==> src/rtl/fetch_stage.sv <==
// fetch_stage: LC-3b instruction-fetch control.
// Computes next PC, PC load enable, and the next DE latch contents
// (NPC, IR, V) plus its load enable. All of these outputs are combinational
// and do not depend on rst_n. The PC register and the DE latch live outside
// this block.
//
// Optional feature macro: FETCH_PERF_CNT_EN
//   defined   : saturating 16-bit fetch/bubble/redirect counters on clk,
//               asynchronously cleared by rst_n.
//   undefined : counters not built, outputs tied to 0, clk/rst_n unused.
//
// Ports:
//   clk, rst_n            clock / async active-low reset (counters only)
//   pc                    current PC
//   dep_stall, mem_stall  downstream stalls
//   v_*_br_stall          control instruction in DE / AGEX / MEM
//   imem_r                instruction memory ready
//   mem_pcmux             PC source selected by MEM
//   target_pc, trap_pc    redirect targets
//   instr                 fetched instruction word
//   ld_pc, new_pc         PC register load enable / value
//   de_npc, de_ir, de_v   next DE latch contents
//   ld_de                 DE latch load enable
//   fetch_cnt, bubble_cnt, redirect_cnt  performance counters
module fetch_stage #(
  parameter logic [15:0] RESET_PC = 16'h3000
) (
  input  logic        clk,
  input  logic        rst_n,
  input  logic [15:0] pc,
  input  logic        dep_stall,
  input  logic        mem_stall,
  input  logic        v_de_br_stall,
  input  logic        v_agex_br_stall,
  input  logic        v_mem_br_stall,
  input  logic        imem_r,
  input  logic [1:0]  mem_pcmux,
  input  logic [15:0] target_pc,
  input  logic [15:0] trap_pc,
  input  logic [15:0] instr,
  output logic        ld_pc,
  output logic [15:0] new_pc,
  output logic [15:0] de_npc,
  output logic [15:0] de_ir,
  output logic        de_v,
  output logic        ld_de,
  output logic [15:0] fetch_cnt,
  output logic [15:0] bubble_cnt,
  output logic [15:0] redirect_cnt
);

  logic [15:0] pc_plus2;
  logic        br_stall;
  logic        redirect;
  logic        advance;

  always_comb begin
    pc_plus2 = pc + 16'd2;
    br_stall = v_de_br_stall | v_agex_br_stall | v_mem_br_stall;
    // A redirect wins over dep/br stalls and imem_r, but mem_stall freezes it.
    redirect = ((mem_pcmux == 2'd1) || (mem_pcmux == 2'd2)) && !mem_stall;
    advance  = imem_r && !dep_stall && !mem_stall && !br_stall;

    case (mem_pcmux)
      2'd1:    new_pc = target_pc;
      2'd2:    new_pc = trap_pc;
      default: new_pc = pc_plus2;
    endcase

    ld_pc  = redirect | advance;
    de_npc = pc_plus2;
    de_ir  = instr;
    de_v   = imem_r & !br_stall;
    ld_de  = !dep_stall & !mem_stall;
  end

  // RESET_PC only documents the external PC register's boot value.
  logic unused_param;
  assign unused_param = ^RESET_PC;

`ifdef FETCH_PERF_CNT_EN
  logic [15:0] fetch_cnt_q,    fetch_cnt_d;
  logic [15:0] bubble_cnt_q,   bubble_cnt_d;
  logic [15:0] redirect_cnt_q, redirect_cnt_d;

  always_comb begin
    fetch_cnt_d    = fetch_cnt_q;
    bubble_cnt_d   = bubble_cnt_q;
    redirect_cnt_d = redirect_cnt_q;
    if (ld_de && de_v && (fetch_cnt_q != 16'hFFFF))
      fetch_cnt_d = fetch_cnt_q + 16'd1;
    if (ld_de && !de_v && (bubble_cnt_q != 16'hFFFF))
      bubble_cnt_d = bubble_cnt_q + 16'd1;
    if (redirect && (redirect_cnt_q != 16'hFFFF))
      redirect_cnt_d = redirect_cnt_q + 16'd1;
  end

  always_ff @(posedge clk or negedge rst_n) begin
    if (!rst_n) begin
      fetch_cnt_q    <= 16'h0000;
      bubble_cnt_q   <= 16'h0000;
      redirect_cnt_q <= 16'h0000;
    end else begin
      fetch_cnt_q    <= fetch_cnt_d;
      bubble_cnt_q   <= bubble_cnt_d;
      redirect_cnt_q <= redirect_cnt_d;
    end
  end

  assign fetch_cnt    = fetch_cnt_q;
  assign bubble_cnt   = bubble_cnt_q;
  assign redirect_cnt = redirect_cnt_q;
`else
  logic unused_clk_rst;
  assign unused_clk_rst = clk ^ rst_n;

  assign fetch_cnt    = 16'h0000;
  assign bubble_cnt   = 16'h0000;
  assign redirect_cnt = 16'h0000;
`endif

endmodule

==> config.mk <==
export PLATFORM = sky130hd
export DESIGN_NAME = fetch_stage
export DESIGN_NICKNAME = d
export VERILOG_FILES = /design/src/rtl/fetch_stage.sv
export SDC_FILE = /design/constraint.sdc
export NUM_CORES = 1
export LEC_CHECK = 0
export CORE_ASPECT_RATIO = 1.5
export CORE_MARGIN = 8
export CORE_UTILIZATION = 24
export DETAILED_ROUTE_END_ITERATION = 10
export PLACE_DENSITY = 0.9
export SLEW_MARGIN = 0
export SYNTH_ARGS = -nofsm -noshare
export SYNTH_HDL_FRONTEND = slang
export SYNTH_SLANG_ARGS = --single-unit
==> constraint.sdc <==
create_clock -name vclk -period 2.8
set_clock_uncertainty 0.15 [all_clocks]
set_input_delay 0.84 -clock vclk [all_inputs]
set_output_delay 0.84 -clock vclk [all_outputs]
set_load 0.02 [all_outputs]
==> out/metrics.sh <==
SHARE_OF_FINAL_LAYOUT_STANDARD_CELLS_STRONGER_THAN_DRIVE_STRENGTH_1=0.505
PLACEMENT_ROWS=31
POST_SYNTH_INST_COUNT=167
ANTENNA_CELLS=0
GRT_RESOURCE_USAGE_TOTAL=0.122
DIE-AREA_SQ_MM=0.00728
YOSYS.AREA.TOP_TYPE_SHARE=0.426
DP.CELLS=327
GP_ROUTABILITY_CONGESTION=0.726
CRIT_ARRIVAL_PS=1950
N_SEQUENTIAL_CELL=0
CRITICAL_PATH.MAX_FANOUT=7
RSZ_0062_RAISED_AFTER_GLOBAL_ROUTING='true'
CLKPWRFRAC=0
TIMING.CRITICAL_PATH.CELLS='buf_8 -> nand4_4 -> buf_4 -> nor3_2 -> xnor2_1 -> a21o_1 -> buf_6'
MULTI_INPUT_COMB_AREA_SQ_MM=0.00116
SYNTH_COMMON_CELLS='buf_4 (65), a22oi_1 (15), nor2_1 (15), a21o_1 (10), xor2_1 (9)'
ANT_NETS=0
HOLD_PATH_CLASS='input port to primary output'
CP.REQUIRED_PS=1810
GRT_PASS1_VIAS=1557
POST_LAYOUT_MINIMUM_CYCLE_TIME_PS=2940
START_KIND='input port'
FRACTION_OF_POWER_CONSUMED_BY_SEQUENTIAL_LOGIC=0
ROUTE.DETAILED.VIAS_PER_INST=4.04
INITIAL_ANTENNA_VIOLATION_COUNT=0
VDD.IR_DROP.WORST_mV=0.0985
GRT_PASS1_WL_MM=7.27
MAX_CAP_VIOLATIONS=0
DRC=0
ROUTEDWLPERCELL_UM=14.8
POST-ROUTE-UTIL=0.539
POWER.DENSITY_mW_PER_MM2=195
HOLD_VIOL_FINAL=0
MAX_FREQ_MHz=340
SYNTH_CELL_TYPE_COUNT=22
LAYOUT-AREA-OVERHEAD-VS-SYNTH_PCT=121
DRTPASS1ITERATIONS=4
DPL_WORST_SLACK_PS=-1180
INITIAL_CORE_UTIL=0.244
STATUS='finished, violations left'
POWER.SWITCHING_uW=257
POWER.SHARE.SWITCHING=0.520
IO_PINS=173
POST_SYNTH_INSTANCE_AREA_SQ_MM=0.00114
CRIT_PATH_TOP_DELAY_CELL='nand4_4'
TIMING.FINAL.CRIT_SHARE=1.05
MAX_STAGE_DELAY_PS=210
SYNTH.AVG_CELL_AREA_SQ_UM=6.86
SETUP_VIOL=15
NUM_VIAS=1376
GRT_START_MAX_NET_PINS=18
WORST_HOLD_STARTPOINT='instr[0]'
P_INT_uW=237
LAYOUT.AREA.SEQ_SQ_UM=0
FIN_NETS=354
CELLLEAKAGEPOWER_nW=1.21
POSTCTSHOLDBUFS=0
PORTBUFFERS=91
SYNTHDOMINANTAREACELLTYPE='buf_4'
START_TO_END_TYPE_OF_THE_WORST_SETUP_PATH='input port to primary output'
SETUP_WS_PS=-143
CP-END-KIND='primary output'
REGISTER_AREA_SHARE_AFTER_SYNTHESIS=0
HPWLAFTERDP_MM=4.12
POSTROUTEWIRELENGTH_MM=5.04
FIN_HOLD_WS_PS=1530
HOLD-PATH-CELL-COUNT=0
DRTITER0DRC=23
GLOBALROUTEOVERFLOWTOTAL=0
DIE_X_UM=72.4
FINAL_CELL_COUNT_NO_FILL=341
REPORT.POWER.TOTAL_uW=494
SYNTHTOPCELLSBYAREA='buf_4 (43%), a22oi_1 (9.8%), xor2_1 (6.9%)'
NUM-CLOCK-BUFFERS=0
LAYOUT.FILLER_CELLS=428
COMBPWRFRAC=1.000
YOSYSMOSTFREQUENTCELL='buf_4'
CORE-AREA_SQ_MM=0.00469
VIOLATIONS='negative setup slack'
DIE-HEIGHT_UM=101
YS_WARN_COUNT=0
MAXSLEWVIOLCOUNT=0
WORST_HOLD_PATH.ENDPOINT='de_ir[0]'
## through the flow
step	cell area [sq um]	setup TNS, ps
global route	2530	-2950
global placement	2170	-30600
finish	2530	-1360
floorplan	1470	-631
CTS	2360	-1880
detailed placement	2170	-31310
## cell type report
class | count | area share
inverters | 6 | 0.00989
well taps | 66 | 0.0326
repair buffers | 134 | 0.500
multi-input cells | 135 | 0.457
## cell families after synthesis
group,share of synthesized area
AOI/OAI and AO/OA,0.202
adders and majority gates,0.0328
and+or+nand+nor,0.190
other,0.00328
buffers and inverters,0.472
xor gates and xnor gates,0.0995
## power groups by stage
stage	Combinational, mW	Sequential, mW	Clock [mW]
4_1_cts	0.468	0	0
5_1_grt	0.526	0	0
3_3_place_gp	0.440	0	0
2_1_floorplan	0.296	0	0
3_5_place_dp	0.445	0	0
6_report	0.494	0	0
## how the worst max path moves through the flow
stage	cells after the start	endpoint	from
floorplan	5	new_pc[13]	pc[1]
global placement	7	new_pc[13]	pc[1]
detailed placement	7	new_pc[13]	pc[1]
CTS	7	new_pc[13]	pc[2]
global route	7	new_pc[12]	pc[8]
finish	7	new_pc[12]	pc[8]
## repair_timing
action | 4_1_cts | 5_1_grt
gates resized for setup | 277 | 33
buffers inserted | 6 | 8
pin swaps | 25 | 22
setup endpoints to repair | 35 | 31
## layout by cell type (no fill, tap or decap), types with 5 or more instances in the layout
master / instances
clkdlybuf4s50_1: 37
a22oi_1: 5
buf_4: 44
conb_1: 48
dlygate4sd2_1: 6
buf_2: 7
nand2_1: 7
xor2_2: 7
buf_8: 7
a22oi_2: 10
buf_6: 27
a21o_1: 10
nor2_1: 10
## metal layers
layer | global-route usage | up-vias | share of wire
li1 | - | 660 | -
met1 | 0.128 | 619 | 0.36
met2 | 0.232 | 85 | 0.53
met3 | 0.0349 | 12 | 0.093
met4 | 0.0248 | 0 | 0.017
met5 | 0 | - | 0
## worst max-delay path: cells and delay by family
family | cells | cell delay [ps]
AOI/OAI and AO/OA | 1 | 170
xor gates and xnor gates | 1 | 170
buffers and inverters | 3 | 400
and+or+nand+nor | 2 | 370
Power figures use the tool's default switching activity.
